--- src/rtl/line_clear_engine.sv ---
// line_clear_engine: deletes full board rows, shifts survivors down and zero-fills the vacated top rows
module line_clear_engine #(
  parameter int ROWS = 30,
  parameter int COLS = 10,
  parameter int ADDR_W = 5
) (
  input  logic              CLK,
  input  logic              RESET,
  input  logic              START,
  output logic              BUSY,
  output logic              DONE,
  output logic [ADDR_W-1:0] LINES_CLEARED,
  output logic [ADDR_W-1:0] RAM_ADDR,
  output logic              RAM_RE,
  input  logic [31:0]       RAM_RDATA,
  output logic              RAM_WE,
  output logic [31:0]       RAM_WDATA
);
  typedef enum logic [2:0] {IDLE, READ, EVAL, WRITE, FILL, DONE_ST} state_t;
  localparam logic [ADDR_W-1:0] LAST = ADDR_W'(ROWS - 1);
  localparam logic [ADDR_W-1:0] MAX_CNT = ADDR_W'(ROWS);
  state_t state, state_n;
  logic [ADDR_W-1:0] rd, rd_n, wr, wr_n, cnt, cnt_n, lc_n, addr_n;
  logic [31:0] rowbuf, rowbuf_n, wdata_n;
  logic re_n, we_n, busy_n, full;
  // a row is full when every playfield cell is non-zero; bits above the playfield are ignored
  always_comb begin
    full = 1'b1;
    for (int c = 0; c < COLS; c++) full = full & (|RAM_RDATA[2*c +: 2]);
  end
  // next state and pointers; outputs are derived from the next state so they can be registered
  always_comb begin
    state_n = state;
    rd_n = rd;
    wr_n = wr;
    cnt_n = cnt;
    rowbuf_n = rowbuf;
    lc_n = LINES_CLEARED;
    case (state)
      IDLE: if (START) begin
        state_n = READ;
        rd_n = LAST;
        wr_n = LAST;
        cnt_n = '0;
        lc_n = '0;
      end
      READ: state_n = EVAL;
      EVAL: begin
        rowbuf_n = RAM_RDATA;
        if (full) begin
          cnt_n = cnt == MAX_CNT ? cnt : cnt + 1'b1;
          state_n = rd == '0 ? FILL : READ;
          rd_n = rd == '0 ? rd : rd - 1'b1;
        end else if (rd != wr) begin
          state_n = WRITE;
        end else if (rd == '0) begin
          state_n = DONE_ST;
        end else begin
          state_n = READ;
          rd_n = rd - 1'b1;
          wr_n = wr - 1'b1;
        end
      end
      WRITE: begin
        wr_n = wr - 1'b1;
        state_n = rd == '0 ? FILL : READ;
        rd_n = rd == '0 ? rd : rd - 1'b1;
      end
      FILL: begin
        state_n = wr == '0 ? DONE_ST : FILL;
        wr_n = wr == '0 ? wr : wr - 1'b1;
      end
      DONE_ST: state_n = IDLE;
      default: state_n = IDLE;
    endcase
    lc_n = state_n == DONE_ST ? cnt_n : lc_n;
    re_n = state_n == READ;
    we_n = state_n == WRITE || state_n == FILL;
    busy_n = state_n != IDLE && state_n != DONE_ST;
    addr_n = re_n ? rd_n : we_n ? wr_n : '0;
    wdata_n = state_n == WRITE ? rowbuf_n : '0;
  end
  // state, pointers and registered outputs; reset abandons any run in progress
  always_ff @(posedge CLK or posedge RESET) begin
    if (RESET) begin
      state <= IDLE;
      rd <= '0;
      wr <= '0;
      cnt <= '0;
      rowbuf <= '0;
      BUSY <= 1'b0;
      DONE <= 1'b0;
      LINES_CLEARED <= '0;
      RAM_ADDR <= '0;
      RAM_RE <= 1'b0;
      RAM_WE <= 1'b0;
      RAM_WDATA <= '0;
    end else begin
      state <= state_n;
      rd <= rd_n;
      wr <= wr_n;
      cnt <= cnt_n;
      rowbuf <= rowbuf_n;
      BUSY <= busy_n;
      DONE <= state_n == DONE_ST;
      LINES_CLEARED <= lc_n;
      RAM_ADDR <= addr_n;
      RAM_RE <= re_n;
      RAM_WE <= we_n;
      RAM_WDATA <= wdata_n;
    end
  end
endmodule

--- config.mk ---
export PLATFORM = sky130hd
export DESIGN_NAME = line_clear_engine
export DESIGN_NICKNAME = d
export VERILOG_FILES = /design/src/rtl/line_clear_engine.sv
export SDC_FILE = /design/constraint.sdc
export NUM_CORES = 1
export LEC_CHECK = 0
export CORE_MARGIN = 8
export CORE_UTILIZATION = 40
export CTS_CLUSTER_SIZE = 20
export DETAILED_ROUTE_END_ITERATION = 12
export PLACE_DENSITY = 0.66
export SLEW_MARGIN = 0
export SYNTH_ARGS = -nofsm -noshare
export SYNTH_HDL_FRONTEND = slang
export SYNTH_SLANG_ARGS = --single-unit
--- constraint.sdc ---
create_clock -name CLK -period 2.8 [get_ports CLK]
set_clock_uncertainty 0.15 [all_clocks]
set_input_delay 0.28 -clock CLK [delete_from_list [all_inputs] [get_ports CLK]]
set_output_delay 0.28 -clock CLK [all_outputs]
set_load 0.05 [all_outputs]
After elaboration in Yosys (flattened, before gate mapping)
Cells that the tools add are included.
{"block": "word_totals", "register_bits": 96, "latchBits": 0, "ramBits": 0, "mem_bits_ro": 0, "input_bits": 35, "output_inout_bits": 46, "elab_cells": 83, "mem_count": 0}
{"block": "op_classes", "addsub": 3, "n_mul": 0, "div": 0, "n_lt_le_gt_ge": 0, "n_eq_ne": 11, "shift": 0, "n_mux": 29, "n_bitwise": 9, "n_reduce_logical": 19}
{"operator": "two-way mux 5 bit", "count": 17}
{"operator": "two-way mux 32 bit", "count": 2}
{"operator": "case mux 5 bit (4 select lines)", "count": 1}
{"operator": "OR reduction 2 bit", "count": 10}
{"operator": "two-way mux 3 bit", "count": 5}
{"operator": "case mux 3 bit (5 select lines)", "count": 1}
{"operator": "case mux 5 bit (3 select lines)", "count": 1}
{"operator": "logical NOT 5 bit", "count": 2}
{"operator": "case mux 5 bit (2 select lines)", "count": 1}
{"operator": "subtractor 5 x 1 -> 5 bit, second input constant", "count": 2}
{"operator": "AND 1 bit", "count": 9}
{"operator": "equality test 3 x 2 -> 1 bit, second input constant", "count": 3}
{"operator": "equality test 3 bit, second input constant", "count": 3}
{"operator": "equality test 3 x 1 -> 1 bit, second input constant", "count": 2}
{"operator": "adder 5 x 1 -> 5 bit, second input constant", "count": 1}
{"operator": "equality test 5 bit, second input constant", "count": 1}
{"operator": "inequality test 5 bit", "count": 1}
{"operator": "nonzero test 2 bit", "count": 2}
{"operator": "logical NOT 3 bit", "count": 1}
{"operator": "inequality test 3 bit, second input constant", "count": 1}
{"operator": "nonzero test 3 bit", "count": 1}
{"operator": "AND reduction 2 bit", "count": 1}
{"operator": "logical AND 1 bit", "count": 1}
{"operator": "logical OR 1 bit", "count": 1}
{"operator": "two-way mux 1 bit", "count": 1}

Depth between registers and ports, before layout
Gate-level depths: netlist of the first run.
{"block": "depth", "ltp_word": 16, "ltp_mapped": 9}

Worst setup path before layout of the first run
OpenSTA, ideal clock, no wires.
{"block": "synth_path", "path_type": "reg2reg", "start": "register wr[0]", "end": "register rd[1]", "setup_ns": 0.119, "arrival_ns": 2.179, "required_time_ns": 2.531, "path_slack_ns": 0.352, "path_stages_with_launch": 9, "n_path_buf": 1, "synth_period_minus_slack_ns": 2.448, "path_cell_list": "dfrtp_1 > inv_1 > ha_1 > or4b_4 > buf_6 > o211ai_4 > nor2_2 > or3_4 > a21bo_1"}
{"block": "synth_via", "elab_chain_len": 4}
{"element": "from (decl)", "line": "23", "rtl": "logic [ADDR_W-1:0] rd, rd_n, wr, wr_n, cnt, cnt_n, lc_n, addr_n;"}
{"element": "from (signal assigned)", "line": "101", "rtl": "wr <= wr_n;"}
{"element": "inequality test 5 bit", "line": "54", "rtl": "end else if (rd != wr) begin"}
{"element": "two-way mux 5 bit", "line": "54"}
{"element": "two-way mux 5 bit", "line": "50", "rtl": "if (full) begin"}
{"element": "case mux 5 bit (3 select lines)", "line": "39", "rtl": "case (state)"}
{"element": "net rd_n[1]", "line": "23"}
{"element": "to (signal assigned)", "line": "100", "rtl": "rd <= rd_n;"}
{"element": "to (decl)", "line": "23"}
The timed path passes the listed nets, and every way through them passes these cells.
A chain may end at the register's enable or synchronous reset.

Worst setup path in the final report of the first run
{"block": "layout_path", "start": "register rd[0]", "end": "register LINES_CLEARED[4]"}
{"block": "layout_via", "elab_chain_len": 8, "word_cells_on_any_way": 12, "classes_between": "eq/ne (2); mux (6); reduce/logical (4)"}
{"element": "logical NOT 5 bit", "line": "52, 56, 66"}
{"element": "two-way mux 3 bit", "line": "56", "rtl": "end else if (rd == '0) begin"}
{"element": "two-way mux 3 bit", "line": "54"}
{"element": "two-way mux 3 bit", "line": "50"}
{"element": "case mux 3 bit (5 select lines) (*)", "line": "39"}
{"element": "equality test 3 bit (*)", "line": "76", "rtl": "lc_n = state_n == DONE_ST ? cnt_n : lc_n;"}
{"element": "nonzero test 2 bit (no line)"}
{"element": "AND reduction 2 bit (no line)"}
{"element": "to (signal assigned)", "line": "106", "rtl": "LINES_CLEARED <= lc_n;"}
{"element": "to (decl)", "line": "12", "rtl": "output logic [ADDR_W-1:0] LINES_CLEARED,"}
Mark *: on every way between the ends. The rest lies on a longest branch, timed or not.

==> results.md, run 1 <==
- Clock transition at the registers of the reported paths: ~0.10 ns
- Initial detailed-routing violation count: between 150 and 200
- Std cell rows: 38
- Core area: between 0.01 and 0.015 mm2
- Distinct cells, synth: 65
- Mux cell area share after synthesis: ~2.1%
- P&R area growth vs syn: 28.9%
- Top routing layer in use: met4
- Synth Area in Simple Gates: about a quarter
- CTS tree: done
- Main combinational cell family by area after synthesis: simple AND/OR/NAND/NOR gates
- CP max FO: 8
- PwrDens: about 1100 mW/mm2
- Register area share after synthesis: between 50% and 60%
- Initial antenna violation count: 0
- IO buf count: 80
- All-layer global routing usage: between 10% and 20%
- Mapped Area: between 0.004 and 0.005 mm2
- Largest cells by area after synthesis: dfrtp_1 (55%), nand2_1 (10%), and2_1 (5.0%)
- Fin Setup TNS: 0 ns
- WL met1: between 4000 and 5000 um
- Yosys top cell area share: 54.9%
- Die X: approximately 120 um
- Vias in the first global route: around 3500
- Max Slew Vio Count: 0
- Share of cells above drive strength 1: a little under an eighth
- Mapped Cells: about 440
- Placer Congestion: between 0.8 and 0.9
- Fmax: roughly 370 MHz
- Inserted Clock Buffers: 9
- Io pins: 81
- Routed WL: roughly 11000 um
- Largest net degree at the start of global routing: 36
- R2r setup slk: 0.11 ns
- CP startpoint kind: flip-flop
- Vias per cell: 5.12
- Synth Area in Adders: under 10%
- CTS H-tree lvls: 3
- Post-DRT Antenna Nets: 0
- Count of final hold-check violations: 0
- Worst-margin pin slew: about 0.74 ns
- Fraction of registers with async set/reset: between 90% and 100%
- Pre-antenna DRT Iters: 4
- Chip Height: roughly 120 um
- Routed length per instance: 16.9 um
- Worst Setup End Kind: flip-flop
- Final min period: ~2.7 ns
- Die area: 0.0145 mm2
- Post-synth EDFFs: 0
- Worst min-delay path class: in -> async
- Worst r2r src: rd[0]
- Most frequently used flop master after synthesis: dfrtp_1
- Synth Area per Inst: 10.0 um2
- R2R depth: 7
- Met3 wire len: 668 um
- DR WL met2: 5620 um
- Slew HR: approximately half
- Initial Utilization: between 40% and 50%
- CP Class: reg -> reg
- Syn nets: about 480
- Via count: 3454
- Leakage: ~2.6 nW
- FF+latch count, synth: 96
- Clk sinks: 96
- CP arrival: roughly 2.8 ns
- RSZ-0062 raised after global routing: no
- First-pass GRT wire length: approximately 19000 um
- Final #Nets: 569
- Global route overflow: 0
- Worst IR Drop VDD: roughly 0.00055 V
- Power Total: between 6 and 7 mW
- Root Driver: clkbuf_8
- Status: finished, final reports clean
- Layout Utilization: about 53%
- Diode count: 0
- Synth Area in XOR/XNOR: under 10%
- Clock latency on the worst-skew pair: 0.36 ns
- Final worst-path cycle share: 95.9%
- Req. time, crit path: between 2 and 3 ns
- Commonest cells in the netlist: nand2_1 (120), dfrtp_1 (96), and2_1 (35)
- Reg2Reg Capture Point: LINES_CLEARED[4]
- Most common cell in the netlist: nand2_1
- Max clock buf depth: 2
- Largest area contributor in the netlist: dfrtp_1
- Post-CTS Hold Buffers: 0
- DR DRC count: 0
- Max-cap violations: 0
- Synth Area in Compound Gates: about 11%
- Finish-stage setup viols: 0
- DP HPWL: about 8400 um
- YS warnings: 0
routing by layer:
metal | GRT usage [%] | up-vias
met5 | 0 | -
met4 | 4.06 | 0
met3 | 3.68 | 10
met2 | 26.8 | 93
met1 | 20.8 | 1689
li1 | - | 1662
critical path: stages, from the launching register on:
cell	delay, ns
dfrtp_1	0.41
inv_1	0.11
ha_1	0.24
or4b_1	0.66
nand2_4	0.18
o211ai_4	0.11
o211ai_4	0.35
mux2_2	0.37
where the power goes:
| part | total (mW) | internal [mW] | switching, mW |
|---|---|---|---|
| sequential | 2.11 | 1.89 | 0.228 |
| combinational | 3.24 | 1.19 | 2.05 |
| clock | 0.934 | 0.426 | 0.509 |
final cells by class:
class                   instances  area [um2]
inverters                      12        48.8
fillers                      1011        5100
repair buffers                105        1010
flip-flops and latches         96        2400
clock inverters                 6        78.8
multi-input cells             306        1800
well taps                     140         175
clock buffers                  10         128
through the flow:
stage	hold slack, ns	area (um2)	setup slack, ns	cells
global route	0.262	5640	0.0413	675
floorplan	0.248	4380	0.352	438
detailed placement	0.301	5430	0.0579	659
global placement	0.296	5430	0.0466	659
finish	0.225	5640	0.115	675
CTS	0.239	5630	0.0503	675
state kept, by name (all words and copies together) (netlist names):
| register | cells |
|---|---|
| BUSY | 1 |
| DONE | 1 |
| LINES_CLEARED | 5 |
| RAM_ADDR | 5 |
| RAM_RE | 1 |
| RAM_WDATA | 32 |
| RAM_WE | 1 |
| cnt | 5 |
| rd | 5 |
| rowbuf | 32 |
| state | 3 |
| wr | 5 |
cell families after synthesis:
group	Yosys count
buffers and inverters	36
xor gates and xnor gates	6
adders and majority gates	4
DFF	96
and+or+nand+nor	227
AOI/OAI and AO/OA	60
muxes	9
layout by cell type (no fill, tap or decap), types with 4 or more instances in the layout:
cell type        count
inv_1               11
clkbuf_8             9
or3_1                4
nor2b_1              4
mux2i_1              8
buf_4               23
nor3_1               7
nand4_1              5
ha_1                 4
a31oi_1              5
clkdlybuf4s50_1     80
xnor2_1              6
a21oi_1             10
o22ai_1              6
and2_1              35
dfrtp_1             96
o21ai_0              5
nand2_1            120
nor2_1              23
nand3_1              4
worst max-delay path by stage:
stage                   from               end  slack, ns
6_report               rd[0]  LINES_CLEARED[4]       0.11
5_1_grt                rd[0]  LINES_CLEARED[3]       0.04
4_1_cts                rd[0]  LINES_CLEARED[4]       0.05
3_5_place_dp           rd[0]  LINES_CLEARED[4]       0.06
3_3_place_gp   RAM_RDATA[14]       RAM_ADDR[1]       0.05
2_1_floorplan          wr[0]             rd[1]       0.35
what timing repair did:
item,in CTS,in global routing
endpoints found under the setup margin,0,2
gates resized for setup,0,1
setup buffers,0,0
No activity file was read; power rests on OpenSTA's default activity.
==> inputs of run 2 (changes only) <==
Settings changed: CAP_MARGIN set to 20, CORE_ASPECT_RATIO set to 0.75.
==> results.md, run 2 (synthesized netlist as in run 1, its figures left out) <==
- Io pins: 81 (unchanged)
- CP Buf/Inv Count: 1 (unchanged)
- DR DRC count: 0 (unchanged)
- Met3 wire len: 1060 um (+58%)
- Commonest non-fill, non-tap cell in the layout: nand2_1
- Status: finished, final reports clean
- Reg2Reg Capture Point: RAM_ADDR[3]
- Fmax: 385 MHz (+3.5%)
- Clk sinks: 96 (unchanged)
- Post-DRT Antenna Nets: 0 (unchanged)
- Max-cap violations: 0 (unchanged)
- Fin Hold WS: 0.205 ns (-0.0202 ns)
- PostCTS Resize Cnt: 0 (unchanged)
- Via count: 3445 (-0.26%)
- Crit path largest cell delay: 0.61 ns (-0.05 ns)
- Initial detailed-routing violation count: 314 (+95%)
- Slew HR: 60.7% (+9.8 points)
- Regs by FF count: RAM_WDATA: 32 flops, rowbuf: 32 flops
- Post-CTS Hold Buffers: 0 (unchanged)
- Max clock buf depth: 2 (unchanged)
- Die area: 0.0146 mm2 (+0.24%)
- All-layer global routing usage: 16.1% (-0.049 points)
- IO buf count: 80 (unchanged)
- Final worst-path cycle share: 92.6% (-3.3 points)
- DR WL met2: 5020 um (-11%)
- Routed length per instance: 16.9 um (+0.13%)
- CP arrival: 2.67 ns (-0.11 ns)
- Pre-antenna DRT Iters: 4 (unchanged)
- CP max FO: 6 (-2)
- CP Class: reg -> reg
- P&R area growth vs syn: 30.4%
- Final #Nets: 569 (unchanged)
- Final min period: 2.59 ns (-0.0911 ns)
- WL met1: 5200 um (+4.1%)
- Clock latency on the worst-skew pair: 0.34 ns (-0.02 ns)
- Worst IR Drop VDD: 0.000707 V (+29%)
- Top routing layer in use: met4
- Routed WL: 11400 um (+0.13%)
- Initial antenna violation count: 0 (unchanged)
- R2r setup slk: 0.21 ns (+0.09 ns)
- CP startpoint kind: flip-flop
- Inserted Clock Buffers: 9 (unchanged)
- Post-CTS setup buffers: 0 (unchanged)
- Finish-stage setup viols: 0 (unchanged)
- Worst min-delay path class: in -> async
- CTS tree: done
- Root Driver: clkbuf_16
- Count of final hold-check violations: 0 (unchanged)
- DP HPWL: 8310 um (-1.2%)
- PwrDens: 1140 mW/mm2 (+2.2%)
- Initial Utilization: 40.5% (-0.27 points)
- Global route overflow: 0 (unchanged)
- Most frequent cells in the layout: nand2_1 (120), dfrtp_1 (96), clkdlybuf4s50_1 (80)
- Worst-margin pin slew: 0.590 ns (-0.145 ns)
- Core area: 0.0108 mm2 (+0.68%)
- Placer Congestion: 0.944 (+7.2%)
- Vias in the first global route: 3577 (+0.85%)
- Fin Setup TNS: 0 ns (unchanged)
- First-pass GRT wire length: 18400 um (-1.2%)
- Vias per cell: 5.10 (-0.26%)
- Chip Height: 107 um (-12%)
- Share of cells above drive strength 1: 12.0% (+0.19 points)
- CTS H-tree lvls: 3 (unchanged)
- Die X: 137 um (+13%)
- CP delay by family, top: simple AND/OR/NAND/NOR gates
- RSZ-0062 raised after global routing: no
- Diode count: 0 (unchanged)
- Worst r2r src: rd[0]
- R2R depth: 8 (+1)
- Worst Setup End Kind: flip-flop
- CP max stage cell: or4b_1
- Clock transition at the registers of the reported paths: 0.07 ns (-0.03 ns)
- Req. time, crit path: 2.87 ns (-0.03 ns)
- Std cell rows: 33 (-13%)
- Max Slew Vio Count: 0 (unchanged)
- Leakage: 2.63 nW (+1.5%)
- CP Cell Sequence: inv_1 > ha_1 > or4b_1 > nand2_1 > o31ai_1 > a21oi_1 > or3b_1 > a32o_1
- Largest net degree at the start of global routing: 50 (+39%)
run 2: through the flow:
stage	instance area [um2]	setup WS [ns]	util [%]	instances	power, mW
2_1_floorplan	4380	0.352	-	438	4.30
3_3_place_gp	5420	0.0777	50.1	659	5.31
3_5_place_dp	5420	0.0451	50.1	659	5.34
4_1_cts	5710	0.215	52.8	675	6.55
5_1_grt	5710	0.0687	52.8	675	6.94
6_report	5710	0.206	52.8	675	6.50
run 2: layer usage:
layer	track usage, %	up-vias
met4	4.72	0
met3	5.05	16
li1	-	1655
met1	21.8	1641
met5	0	-
met2	24.2	133
run 2: how the worst max path moves through the flow:
| stage | from | to | slack (ns) | cells past startpoint |
|---|---|---|---|---|
| floorplan | wr[0] | rd[1] | 0.35 | 8 |
| global placement | RAM_RDATA[14] | RAM_ADDR[2] | 0.08 | 7 |
| detailed placement | RAM_RDATA[14] | RAM_ADDR[2] | 0.05 | 7 |
| CTS | rd[0] | LINES_CLEARED[3] | 0.22 | 9 |
| global route | rd[0] | LINES_CLEARED[3] | 0.07 | 9 |
| finish | rd[0] | RAM_ADDR[3] | 0.21 | 8 |
run 2: area by class of cell:
type / instances / area, um2
fill: 981 / 5110
sequential: 96 / 2400
multi-input combinational: 306 / 1790
timing repair buffer: 105 / 1000
clock buffer: 10 / 239
tap: 140 / 175
inverter: 12 / 48.8
clock inverter: 6 / 47.5
run 2: power by group:
part / leakage (nW) / internal (mW) / switching [mW]
sequential: 1.23 / 1.89 / 0.279
combinational: 1.25 / 1.16 / 2.00
clock: 0.146 / 0.639 / 0.531
==> inputs of run 3 (changes only) <==
Settings changed: ABC_AREA set to 1, DONT_BUFFER_PORTS set to 1, PLACE_DENSITY 0.66 to 0.6.
==> results.md, run 3 <==
- Vias in the first global route: 3688 (+3.1%)
- PostCTS Resize Cnt: 0 (unchanged)
- Worst IR Drop VDD: 0.000549 V (-22%)
- Worst min-delay path class: in -> reg
- Share of cells above drive strength 1: 14.0% (+2.1 points)
- Die area: 0.0154 mm2 (+5.8%)
- Commonest cells in the netlist: nand2_1 (110), dfrtp_1 (96), inv_1 (83)
- Initial antenna violation count: 0 (unchanged)
- Most frequently used flop master after synthesis: dfrtp_1
- Std cell rows: 34 (+3.0%)
- FILL cells: 1096 (+12%)
- Initial detailed-routing violation count: 245 (-22%)
- CP startpoint kind: input port
- Clock transition at the registers of the reported paths: 0.07 ns (about the same)
- Most frequent cells in the layout: nand2_1 (110), dfrtp_1 (96), inv_1 (82)
- Inserted Clock Buffers: 9 (unchanged)
- Regs by FF count: RAM_WDATA: 32 flops, rowbuf: 32 flops
- Io pins: 81 (unchanged)
- Final worst-path cycle share: 86.0% (-6.7 points)
- Worst-margin pin slew: 0.648 ns (+0.0576 ns)
- Routed length per instance: 15.7 um (-7.3%)
- IO buf count: 0 (-100%)
- Register area share after synthesis: 51.4% (-3.4 points)
- CTS H-tree lvls: 3 (unchanged)
- R2r setup slk: 0.43 ns (+0.22 ns)
- Fmax: 415 MHz (+7.8%)
- Core area: 0.0115 mm2 (+6.2%)
- Largest net degree at the start of global routing: 97 (+94%)
- Yosys top cell area share: 51.4% (-3.4 points)
- Worst Setup End Kind: flip-flop
- Max clock buf depth: 2 (unchanged)
- Req. time, crit path: 2.88 ns (about the same)
- RSZ-0062 raised after global routing: no
- CP Class: in -> reg
- Commonest non-fill, non-tap cell in the layout: nand2_1
- Leakage: 2.80 nW (+6.5%)
- Status: finished, final reports clean
- Synth Area per Inst: 8.47 um2 (-15%)
- Distinct cells, synth: 36 (-45%)
- CP arrival: 2.48 ns (-0.19 ns)
- DR DRC count: 0 (unchanged)
- Max-cap violations: 0 (unchanged)
- Mapped Area: 0.00467 mm2 (+6.7%)
- Vias per cell: 4.95 (-3.0%)
- Final #Nets: 619 (+8.8%)
- YS warnings: 0 (unchanged)
- Fraction of registers with async set/reset: 100% (unchanged)
- PwrDens: 1180 mW/mm2 (+3.8%)
- Die X: 141 um (+2.9%)
- Clk sinks: 96 (unchanged)
- Fin Setup TNS: 0 ns (unchanged)
- All-layer global routing usage: 15.7% (-0.35 points)
- Pre-antenna DRT Iters: 4 (unchanged)
- FF+latch count, synth: 96 (unchanged)
- Chip Height: 110 um (+2.8%)
- Clock latency on the worst-skew pair: 0.34 ns (about the same)
- DP HPWL: 7800 um (-6.1%)
- Finish-stage setup viols: 0 (unchanged)
- Mapped Cells: 551 (+26%)
- Diode count: 0 (unchanged)
- Post-CTS setup buffers: 0 (unchanged)
- Routed WL: 11400 um (about the same)
- Placer Congestion: 0.902 (-4.5%)
- First-pass GRT wire length: 19200 um (+4.0%)
- Global route overflow: 0 (unchanged)
- Largest area contributor in the netlist: dfrtp_1
- CTS tree: done
- Post-DRT Antenna Nets: 0 (unchanged)
- Layout Utilization: 47.2% (-5.5 points)
- Initial Utilization: 40.7% (+0.18 points)
- Largest cells by area after synthesis: dfrtp_1 (51%), nand2_1 (8.8%), inv_1 (6.7%)
- Post-synth EDFFs: 0 (unchanged)
- CP max FO: 12 (+6)
- Most common cell in the netlist: nand2_1
- P&R area growth vs syn: 16.2%
- Final min period: 2.41 ns (-0.187 ns)
- Syn nets: 590 (+24%)
- Root Driver: clkbuf_16
- Count of final hold-check violations: 0 (unchanged)
- Slew HR: 56.7% (-4.0 points)
- Via count: 3604 (+4.6%)
- Max Slew Vio Count: 0 (unchanged)
run 3: changes by cell type in the layout (fill, tap and decap cells not counted), sizes merged, moves of 21 or more:
cell           before  now
and2               35    0
a21oi              10   40
or2                 2   32
nand3               4   41
inv                15   98
buf                25    4
dlygate4sd3         0   33
nor4                1   32
clkdlybuf4s50      80    0
run 3: layout make-up:
cell class	instances	area [um2]	area share, %
flip-flops and latches	96	2400	44.3
multi-input cells	337	1790	32.9
repair buffers	37	385	7.10
inverters	99	378	6.96
clock buffers	9	225	4.15
well taps	144	180	3.32
clock inverters	6	68.8	1.27
run 3: what timing repair did:
action | 4_1_cts | 5_1_grt
hold buffers | 33 | 0
setup endpoints to repair | 0 | 0
endpoints found under the hold margin | 160 | 0
run 3: layer usage:
layer  wire, um  track usage (%)  up-vias
met5          0                0        -
met4        127             4.51        0
met3        740             4.82       13
met2       5020             24.2       99
met1       5530             21.1     1690
li1           -                -     1802
run 3: path summary, 6_finish.rpt:
path	from	end	cells after the start
hold / removal	START	rd[2]	2
min in group asynchronous	RESET	RAM_ADDR[0]	3
max in group asynchronous	RESET	RAM_WDATA[9]	3
setup / recovery	RAM_RDATA[2]	LINES_CLEARED[2]	12
setup reg to reg	rd[0]	LINES_CLEARED[2]	13
hold reg to reg	wr[1]	wr[1]	2
run 3: stage by stage:
stage                     hold WS (ns)  cell area [um2]  instances  total power, mW  setup WS, ns
after floorplan                  0.254             4670        551             4.61         0.991
after global placement           0.194             4800        680             5.15         0.559
after detailed placement         0.199             4800        680             5.18         0.460
after CTS                      0.00651             5430        728             6.47         0.423
after global routing            0.0212             5430        728             6.94         0.163
final                           0.0127             5430        728             6.41         0.393
run 3: cells by family (layout without fill, tap and decap cells):
family	count (synthesis)	in the layout	synth area share (%)
xor gates and xnor gates	7	7	1.31
and+or+nand+nor	264	264	28.7
DFF	96	96	51.4
adders and majority gates	4	4	1.07
buffers and inverters	118	151	10.3
AOI/OAI and AO/OA	62	62	7.15
run 3: report_power, final:
group | internal (mW) | switching (mW) | leakage, nW | total [mW]
Combinational | 0.886 | 1.63 | 1.47 | 2.52
Sequential | 1.86 | 0.811 | 1.19 | 2.67
Clock | 0.692 | 0.530 | 0.135 | 1.22
Total | 3.44 | 2.97 | 2.80 | 6.41
run 3: critical path, stage by stage:
cell	delay (ns)
dlygate4sd3_1	0.53
inv_1	0.06
nand2_1	0.06
nand2_1	0.05
nor2_1	0.20
nand3_2	0.37
inv_2	0.36
nand3_1	0.12
nand3_1	0.08
o21ai_0	0.16
nand2_1	0.13
nand2_1	0.06
